<file path="src/rtl/mul_pair_issuer.sv">
// Pairs operands two at a time, issues them to a shared dual multiplier and
// streams the two products back out; an odd final pair is padded with zeros.
module mul_pair_issuer #(
   parameter int TIMEOUT = 255
) (
   input  logic        clk,
   input  logic        rst,
   input  logic        in_valid,
   output logic        in_ready,
   input  logic [31:0] in_op1,
   input  logic [31:0] in_op2,
   input  logic        in_last,
   output logic        out_valid,
   input  logic        out_ready,
   output logic [31:0] out_res,
   output logic        out_last,
   output logic        mul_ready,
   output logic [31:0] mul_op1,
   output logic [31:0] mul_op2,
   input  logic [31:0] mul_res,
   input  logic        mul_done,
   output logic        busy,
   output logic        timeout_err
);

   localparam int TW = $clog2(TIMEOUT + 1);

   typedef enum logic [2:0] {
      S_IDLE   = 3'd0,
      S_REQ    = 3'd1,
      S_SEND_A = 3'd2,
      S_SEND_B = 3'd3,
      S_WAIT   = 3'd4,
      S_CAPB   = 3'd5,
      S_OUT    = 3'd6
   } state_t;

   state_t        r_state;
   logic          r_has_a;
   logic [31:0]   r_a1, r_a2, r_b1, r_b2;
   logic          r_last;
   logic          r_odd;
   logic [31:0]   r_res_a, r_res_b;
   logic [TW-1:0] r_tcnt;
   logic          r_idx;
   logic          r_out_valid;
   logic [31:0]   r_out_res;
   logic          r_out_last;
   logic          r_mul_ready;
   logic [31:0]   r_mul_op1, r_mul_op2;
   logic          r_timeout_err;
   logic          w_accept;

   assign in_ready    = (r_state == S_IDLE);
   assign busy        = (r_state != S_IDLE);
   assign w_accept    = in_valid & in_ready;
   assign out_valid   = r_out_valid;
   assign out_res     = r_out_res;
   assign out_last    = r_out_last;
   assign mul_ready   = r_mul_ready;
   assign mul_op1     = r_mul_op1;
   assign mul_op2     = r_mul_op2;
   assign timeout_err = r_timeout_err;

   // Control FSM; every output is set on the transition into the state that owns it.
   always_ff @(posedge clk or posedge rst) begin
      if (rst) begin
         r_state       <= S_IDLE;
         r_has_a       <= 1'b0;
         r_a1          <= 32'h0;
         r_a2          <= 32'h0;
         r_b1          <= 32'h0;
         r_b2          <= 32'h0;
         r_last        <= 1'b0;
         r_odd         <= 1'b0;
         r_res_a       <= 32'h0;
         r_res_b       <= 32'h0;
         r_tcnt        <= '0;
         r_idx         <= 1'b0;
         r_out_valid   <= 1'b0;
         r_out_res     <= 32'h0;
         r_out_last    <= 1'b0;
         r_mul_ready   <= 1'b0;
         r_mul_op1     <= 32'h0;
         r_mul_op2     <= 32'h0;
         r_timeout_err <= 1'b0;
      end else begin
         case (r_state)
            S_IDLE: begin
               if (w_accept && !r_has_a) begin
                  r_a1    <= in_op1;
                  r_a2    <= in_op2;
                  r_has_a <= 1'b1;
                  if (in_last) begin
                     // Odd tail: pad slot B so the multiplier still sees a full pair.
                     r_b1        <= 32'h0;
                     r_b2        <= 32'h0;
                     r_odd       <= 1'b1;
                     r_last      <= 1'b1;
                     r_mul_ready <= 1'b1;
                     r_mul_op1   <= in_op1;
                     r_mul_op2   <= in_op2;
                     r_state     <= S_REQ;
                  end
               end else if (w_accept) begin
                  r_b1        <= in_op1;
                  r_b2        <= in_op2;
                  r_odd       <= 1'b0;
                  r_last      <= in_last;
                  r_mul_ready <= 1'b1;
                  r_mul_op1   <= r_a1;
                  r_mul_op2   <= r_a2;
                  r_state     <= S_REQ;
               end
            end
            S_REQ: begin
               r_mul_ready <= 1'b0;
               r_state     <= S_SEND_A;
            end
            S_SEND_A: begin
               r_mul_op1 <= r_b1;
               r_mul_op2 <= r_b2;
               r_state   <= S_SEND_B;
            end
            S_SEND_B: begin
               r_tcnt  <= '0;
               r_state <= S_WAIT;
            end
            S_WAIT: begin
               if (mul_done) begin
                  r_res_a <= mul_res;
                  r_state <= S_CAPB;
               end else if (r_tcnt == TW'(TIMEOUT - 1)) begin
                  r_timeout_err <= 1'b1;
                  r_has_a       <= 1'b0;
                  r_a1          <= 32'h0;
                  r_a2          <= 32'h0;
                  r_b1          <= 32'h0;
                  r_b2          <= 32'h0;
                  r_state       <= S_IDLE;
               end else begin
                  r_tcnt <= r_tcnt + TW'(1);
               end
            end
            S_CAPB: begin
               r_res_b     <= mul_res;
               r_out_valid <= 1'b1;
               r_out_res   <= r_res_a;
               r_out_last  <= r_last & r_odd;
               r_idx       <= 1'b0;
               r_state     <= S_OUT;
            end
            S_OUT: begin
               if (out_ready && !r_idx && !r_odd) begin
                  r_out_res  <= r_res_b;
                  r_out_last <= r_last;
                  r_idx      <= 1'b1;
               end else if (out_ready) begin
                  r_out_valid <= 1'b0;
                  r_out_last  <= 1'b0;
                  r_has_a     <= 1'b0;
                  r_a1        <= 32'h0;
                  r_a2        <= 32'h0;
                  r_b1        <= 32'h0;
                  r_b2        <= 32'h0;
                  r_state     <= S_IDLE;
               end
            end
            default: r_state <= S_IDLE;
         endcase
      end
   end

endmodule

</file>
<file path="config.mk">
export PLATFORM = sky130hd
export DESIGN_NAME = mul_pair_issuer
export DESIGN_NICKNAME = d
export VERILOG_FILES = /design/src/rtl/mul_pair_issuer.sv
export SDC_FILE = /design/constraint.sdc
export NUM_CORES = 1
export LEC_CHECK = 0
export CAP_MARGIN = 40
export CORE_ASPECT_RATIO = 0.9
export CORE_MARGIN = 2
export CORE_UTILIZATION = 58
export DETAILED_ROUTE_END_ITERATION = 7
export HOLD_SLACK_MARGIN = 0.1
export PLACE_DENSITY = 0.86
export SYNTH_ARGS = -nofsm -noshare
export SYNTH_HDL_FRONTEND = slang
export SYNTH_SLANG_ARGS = --single-unit
export TNS_END_PERCENT = 5
</file>
<file path="constraint.sdc">
create_clock -name clk -period 20.2 [get_ports clk]
set_input_delay 3.03 -clock clk [delete_from_list [all_inputs] [get_ports clk]]
set_output_delay 3.03 -clock clk [all_outputs]
set_load 0.05 [all_outputs]
</file>
==> results.cfg, run 1 <==
[status]
outcome = finished clean

[cts]
clk_pin_slew_worst_paths_ns = 0.06
postCtsHoldBufs = 0
cts.sinks = 307
cts_tree = yes
ctsResizeCount = 0
clk_latency_ns = 0.56
cts_max_path_buffers = 3
cts-htree-levels = 1
post_cts_buffers = 0
cts_inserted_buffers = 31
clockRootBuffer = clkbuf_16

[logic_synthesis]
synth-seq-cells = 307
netlist-cell-type-count = 49
syn_avg_cell_area_sq_um = 12.13
yosys-top-cells-area = dfrtp_1 61%, mux2_2 5.7%, a32o_1 4.1%
yosysTopAreaCell = dfrtp_1
syn-cell-area_sq_um = 12590
synthFlopType = dfrtp_1
synth_top_area_frac = 0.6104
async_flop_share = 1.000
seq_area_frac_synth = 0.6104
synth_warnings = 0
synth_edf_count = 0
synthesis.nets = 1142
synthCells = 1038

[sta]
min_period_ns = 5.677
hold_viol_final = 0
relSlewSlack = 0.4177
setup_viol = 0
rsz0062_at_grt = no
clock.fmax_mhz = 176.2
finalCritPeriodShare = 0.2810
finClkSkew_ns = 0.01658
worst_slew_pin_slew_ns = 0.8734
fin_tns_setup_ns = 0
finalMaxSlewViolations = 0
worst_slack_ns = 14.52

[grt]
grt_overflow_total = 0
grt_use_total = 0.2745
grt_pass1_wl_microns = 50830
grt_antenna_before_repair = 0
grt_max_degree = 109
grt_pass1_vias = 9776

[finish]
nFillCells = 1382
multi_input_area_sq_um = 4604
final_common_cell = dfrtp_1
diodes = 0
regArea_sq_um = 7682
nets = 1314
final_core_util = 0.7485
layout_common_cells = 307 x dfrtp_1, 203 x clkdlybuf4s50_1, 104 x nand2_1, 64 x o22ai_1, 64 x mux2_2
drive_gt1_frac = 0.1684
fin_cells = 1526
area_growth_pct = 27.52

[route]
wl_microns = 31880
vias = 9624
ant_nets = 0
drcViolationCount = 0
drt_iter0_markers = 958
via_per_inst = 6.307
wl_per_cell_microns = 20.89
dr.pass1.iters = 5

[worst_setup_path]
crit_fanout = 20
end_kind = primary output
setup.worst_path.start_class = register
crit_required_ns = 17.17
r2r_start = r_state[0]$_DFFE_PP0P_
crit_type = register to primary output
crit_arrival_ns = 2.65
cp-startpoint = r_state[1]$_DFFE_PP0P_

[placement]
place_congestion = 0.7966
dp_hpwl_microns = 19070
post-place-ws_ns = 14.00
io_buffers = 203
dp.cells = 1468

[power]
power.switching_mw = 1.288
combPwrFrac = 0.451
power.density_nw_per_um2 = 194.5
p_clk_frac = 0.196
internal_power_mw = 1.833
leakage_nw = 7.057
swShare = 0.4126
ir_drop_v = 0.0001351
seqPwrFrac = 0.353

[floorplanning]
ioPinCount = 204
die_area_sq_um = 22900
die-width_microns = 159.3
die_h_microns = 143.8
rows = 51
coreArea_sq_um = 21440
initial_core_util = 0.5870

[min_path]
worstHoldStart = out_res[4]$_DFFE_PP0P_
hp-class = register to register

[flow_run]
max_cap_viol_count = 0
-- metrics by stage --
| stage | instance area, sq um | hold slack [ns] | total power [mW] |
|---|---|---|---|
| 3_5_place_dp | 14930 | 0.4559 | 2.501 |
| 4_1_cts | 16050 | 0.4762 | 3.121 |
| 2_1_floorplan | 12590 | 0.4628 | 2.043 |
| 3_3_place_gp | 14840 | 0.4607 | 2.430 |
| 5_1_grt | 16050 | 0.4949 | 3.271 |
| 6_report | 16050 | 0.4781 | 3.121 |
-- metal layers --
layer,share of wire,vias to the layer above,wire (microns),global-route usage
li1,-,4246,-,-
met1,0.41,4892,13060,0.3643
met2,0.50,428,15880,0.4666
met3,0.068,58,2155,0.04704
met4,0.025,0,788,0.09139
met5,0,-,0,0
-- logic make-up (layout without fill, tap and decap cells) --
| family | Yosys count | in the layout | share of synthesized area |
|---|---|---|---|
| AND/OR/NAND/NOR | 201 | 201 | 0.07327 |
| adder cells (fa/ha/maj) | 2 | 2 | 0.001988 |
| AO/OA/AOI/OAI | 332 | 332 | 0.1978 |
| flip-flops | 307 | 307 | 0.6104 |
| multiplexers | 97 | 97 | 0.08351 |
| XOR/XNOR | 5 | 5 | 0.003479 |
| buffers and inverters | 94 | 291 | 0.02953 |
-- critical path: stages (launching register included) --
cell,delay [ns]
dfrtp_1,0.76
inv_1,0.22
nand3_1,0.24
clkdlybuf4s50_1,0.87
-- path summary, 6_finish.rpt --
| kind | end | slack [ns] | cells after the start |
|---|---|---|---|
| min in group asynchronous | out_res[24]$_DFFE_PP0P_ | 3.00 | 2 |
| hold reg to reg | out_res[4]$_DFFE_PP0P_ | 0.48 | 2 |
| setup / recovery | busy | 14.52 | 3 |
| max in group asynchronous | r_a2[15]$_DFFE_PP0P_ | 14.70 | 5 |
| hold / removal | out_res[4]$_DFFE_PP0P_ | 0.48 | 2 |
| setup reg to reg | r_b2[28]$_DFFE_PP0P_ | 17.54 | 5 |
-- layout make-up --
cell class	instances	area share
clock buffer	46	0.05870
clock inverter	12	0.01076
inverter	9	0.002573
multi-input combinational	637	0.2869
sequential	307	0.4787
tap	291	0.02269
timing repair buffer	224	0.1397
-- registers in the layout (all words and copies together) (netlist names) --
register	cells
mul_op1	32
mul_op2	32
out_res	32
r_a1	32
r_a2	32
r_b1	32
r_b2	32
r_res_a	32
r_res_b	32
r_tcnt	8
r_state	3
mul_ready	1
out_last	1
out_valid	1
r_has_a	1
r_idx	1
r_last	1
r_odd	1
timeout_err	1
-- synth_stat cells (4+ instances only) --
library cell / number
nor2_1: 14
a22o_1: 29
xnor2_1: 4
mux2_2: 64
dfrtp_1: 307
o22ai_1: 64
buf_2: 12
nand2_1: 107
mux2i_1: 33
and3_1: 4
o21ai_0: 41
a31oi_1: 63
inv_1: 9
a32o_1: 51
a21oi_1: 17
a21bo_2: 50
clkbuf_1: 63
buf_1: 9
nand3_1: 56
-- power by group through the flow --
stage,Sequential (mW),Clock (mW),Combinational (mW)
after floorplan,1.39,0,0.657
after detailed placement,1.10,0,1.40
after CTS,1.10,0.617,1.41
after global routing,1.13,0.646,1.50
final,1.10,0.613,1.41
after global placement,1.08,0,1.35
(Power assumes the default switching activity.)
==> run 2: changes to the inputs <==
- CORE_UTILIZATION: 58 -> 53
- PLACE_DENSITY: 0.86 -> 0.79
- clock period: 20.2 -> 5.35 ns (I/O delays scaled with it)
==> run 2 against run 1 <==
- non-clock buffer count down 1
- clock skew down 0.0081 ns
- via count is 2.1% lower
- largest cell class unchanged
- sequential share of layout area rose by 0.13 points
- global-route usage fell by 2.4 points
- critical path type unchanged
==> results.cfg, run 2 (synthesized netlist as in run 1, its figures left out) <==
[grt]
grt_pass1_vias = 9429
grt_antenna_before_repair = 0
grt_pass1_wl_microns = 50840
grt_overflow_total = 0
grt_max_degree = 142
grt_use_total = 0.2510

[min_path]
hp-class = register to register
min_path_cells = 2
worstHoldStart = out_res[27]$_DFFE_PP0P_

[route]
drt_iter0_markers = 862
via_per_inst = 6.150
dr.pass1.iters = 5
drcViolationCount = 0
wl_microns = 31430
vias = 9422
ant_nets = 0
wl_per_cell_microns = 20.51

[worst_setup_path]
setup.worst_path.start_class = register
slowest_delay_ns = 0.87
cp-startpoint = r_state[2]$_DFFE_PP0P_
crit_required_ns = 4.55
crit_fanout = 16
crit_arrival_ns = 2.71
crit_slowest_cell = clkdlybuf4s50_1
r2r_start = r_state[1]$_DFFE_PP0P_
end_kind = primary output
critical_path.most_common_cell = inv_1
crit_chain = inv_1, nand3_1, inv_1, clkdlybuf4s50_1
rr_worst_depth = 5
crit_type = register to primary output

[power]
ir_drop_v = 0.0005048
power_mw = 11.58
power.density_nw_per_um2 = 723.8
leakage_nw = 7.013

[floorplanning]
die-width_microns = 166.4
coreArea_sq_um = 23340
die_area_sq_um = 25000
initial_core_util = 0.5392
ioPinCount = 204
die_h_microns = 150.2
rows = 53

[cts]
post_cts_buffers = 0
clk_latency_ns = 0.55
cts.sinks = 307
clockRootBuffer = clkbuf_16
cts_inserted_buffers = 31
cts_tree = yes
clk_pin_slew_worst_paths_ns = 0.06
cts_max_path_buffers = 3
ctsResizeCount = 0
cts-htree-levels = 1
postCtsHoldBufs = 0

[sta]
clock.fmax_mhz = 284.4
setup_viol = 0
finalCritPeriodShare = 0.6573
finalMaxSlewViolations = 0
relSlewSlack = 0.3648
min_period_ns = 3.517
worst_hold_slack_ns = 0.4787
rsz0062_at_grt = no
hold_viol_final = 0
finClkSkew_ns = 0.008524
fin_tns_setup_ns = 0
worst_slew_pin_slew_ns = 0.9528

[placement]
io_buffers = 203
dp_hpwl_microns = 18570
dp.cells = 1478
place_congestion = 0.7893

[flow_run]
max_cap_viol_count = 0

[status]
outcome = finished clean

[finish]
nets = 1313
layout_common_cells = 307 x dfrtp_1, 203 x clkdlybuf4s50_1, 104 x nand2_1, 64 x o22ai_1, 64 x mux2_2
nFillCells = 1733
area_growth_pct = 27.17
final_common_cell = dfrtp_1
fin_cells = 1532
final_core_util = 0.6857
drive_gt1_frac = 0.1611
-- run 2: critical path, delay by kind of cell, from the launching register on --
family,cells,cell delay (ns)
flops,1,0.60
buf+inv,3,1.34
simple gates,1,0.22
-- run 2: layout make-up --
| class | count | area, sq um | area share |
|---|---|---|---|
| Sequential cell | 307 | 7682 | 0.4800 |
| Multi-Input combinational cell | 637 | 4604 | 0.2877 |
| Timing Repair Buffer | 223 | 2276 | 0.1422 |
| Clock buffer | 47 | 915.9 | 0.05722 |
| Tap cell | 302 | 377.9 | 0.02361 |
| Clock inverter | 6 | 108.9 | 0.006801 |
| Inverter | 9 | 37.54 | 0.002345 |
| Antenna cell | 1 | 2.502 | 0.0001563 |
-- run 2: per-layer routing --
metal  vias to the layer above  GRT usage  part of all wire
met4                         0    0.08017             0.028
met3                        56    0.03812             0.058
met5                         -          0                 0
met2                       333     0.4122              0.48
met1                      4792     0.3493              0.43
li1                       4241          -                 -
-- run 2: final timing paths --
| check | end | slack (ns) |
|---|---|---|
| max in group asynchronous | r_b1[16]$_DFFE_PP0P_ | 3.63 |
| max reg2reg | r_b1[16]$_DFFE_PP0P_ | 2.59 |
| min reg2reg | out_res[27]$_DFFE_PP0P_ | 0.48 |
| min | out_res[27]$_DFFE_PP0P_ | 0.48 |
| max | in_ready | 1.83 |
| min in group asynchronous | out_res[3]$_DFFE_PP0P_ | 0.68 |
-- run 2: where the power goes --
part | total [mW] | internal, mW | switching [mW]
combinational | 5.29 | 2.06 | 3.22
clock | 2.17 | 1.31 | 0.860
sequential | 4.13 | 3.45 | 0.676
total | 11.6 | 6.83 | 4.76
-- run 2: stage by stage --
stage                     worst slack, ns  cell area (sq um)
after detailed placement            1.964              14980
after global routing                1.680              16000
after global placement              2.032              14860
after CTS                           1.830              16000
final                               1.833              16010
after floorplan                    0.4625              12590
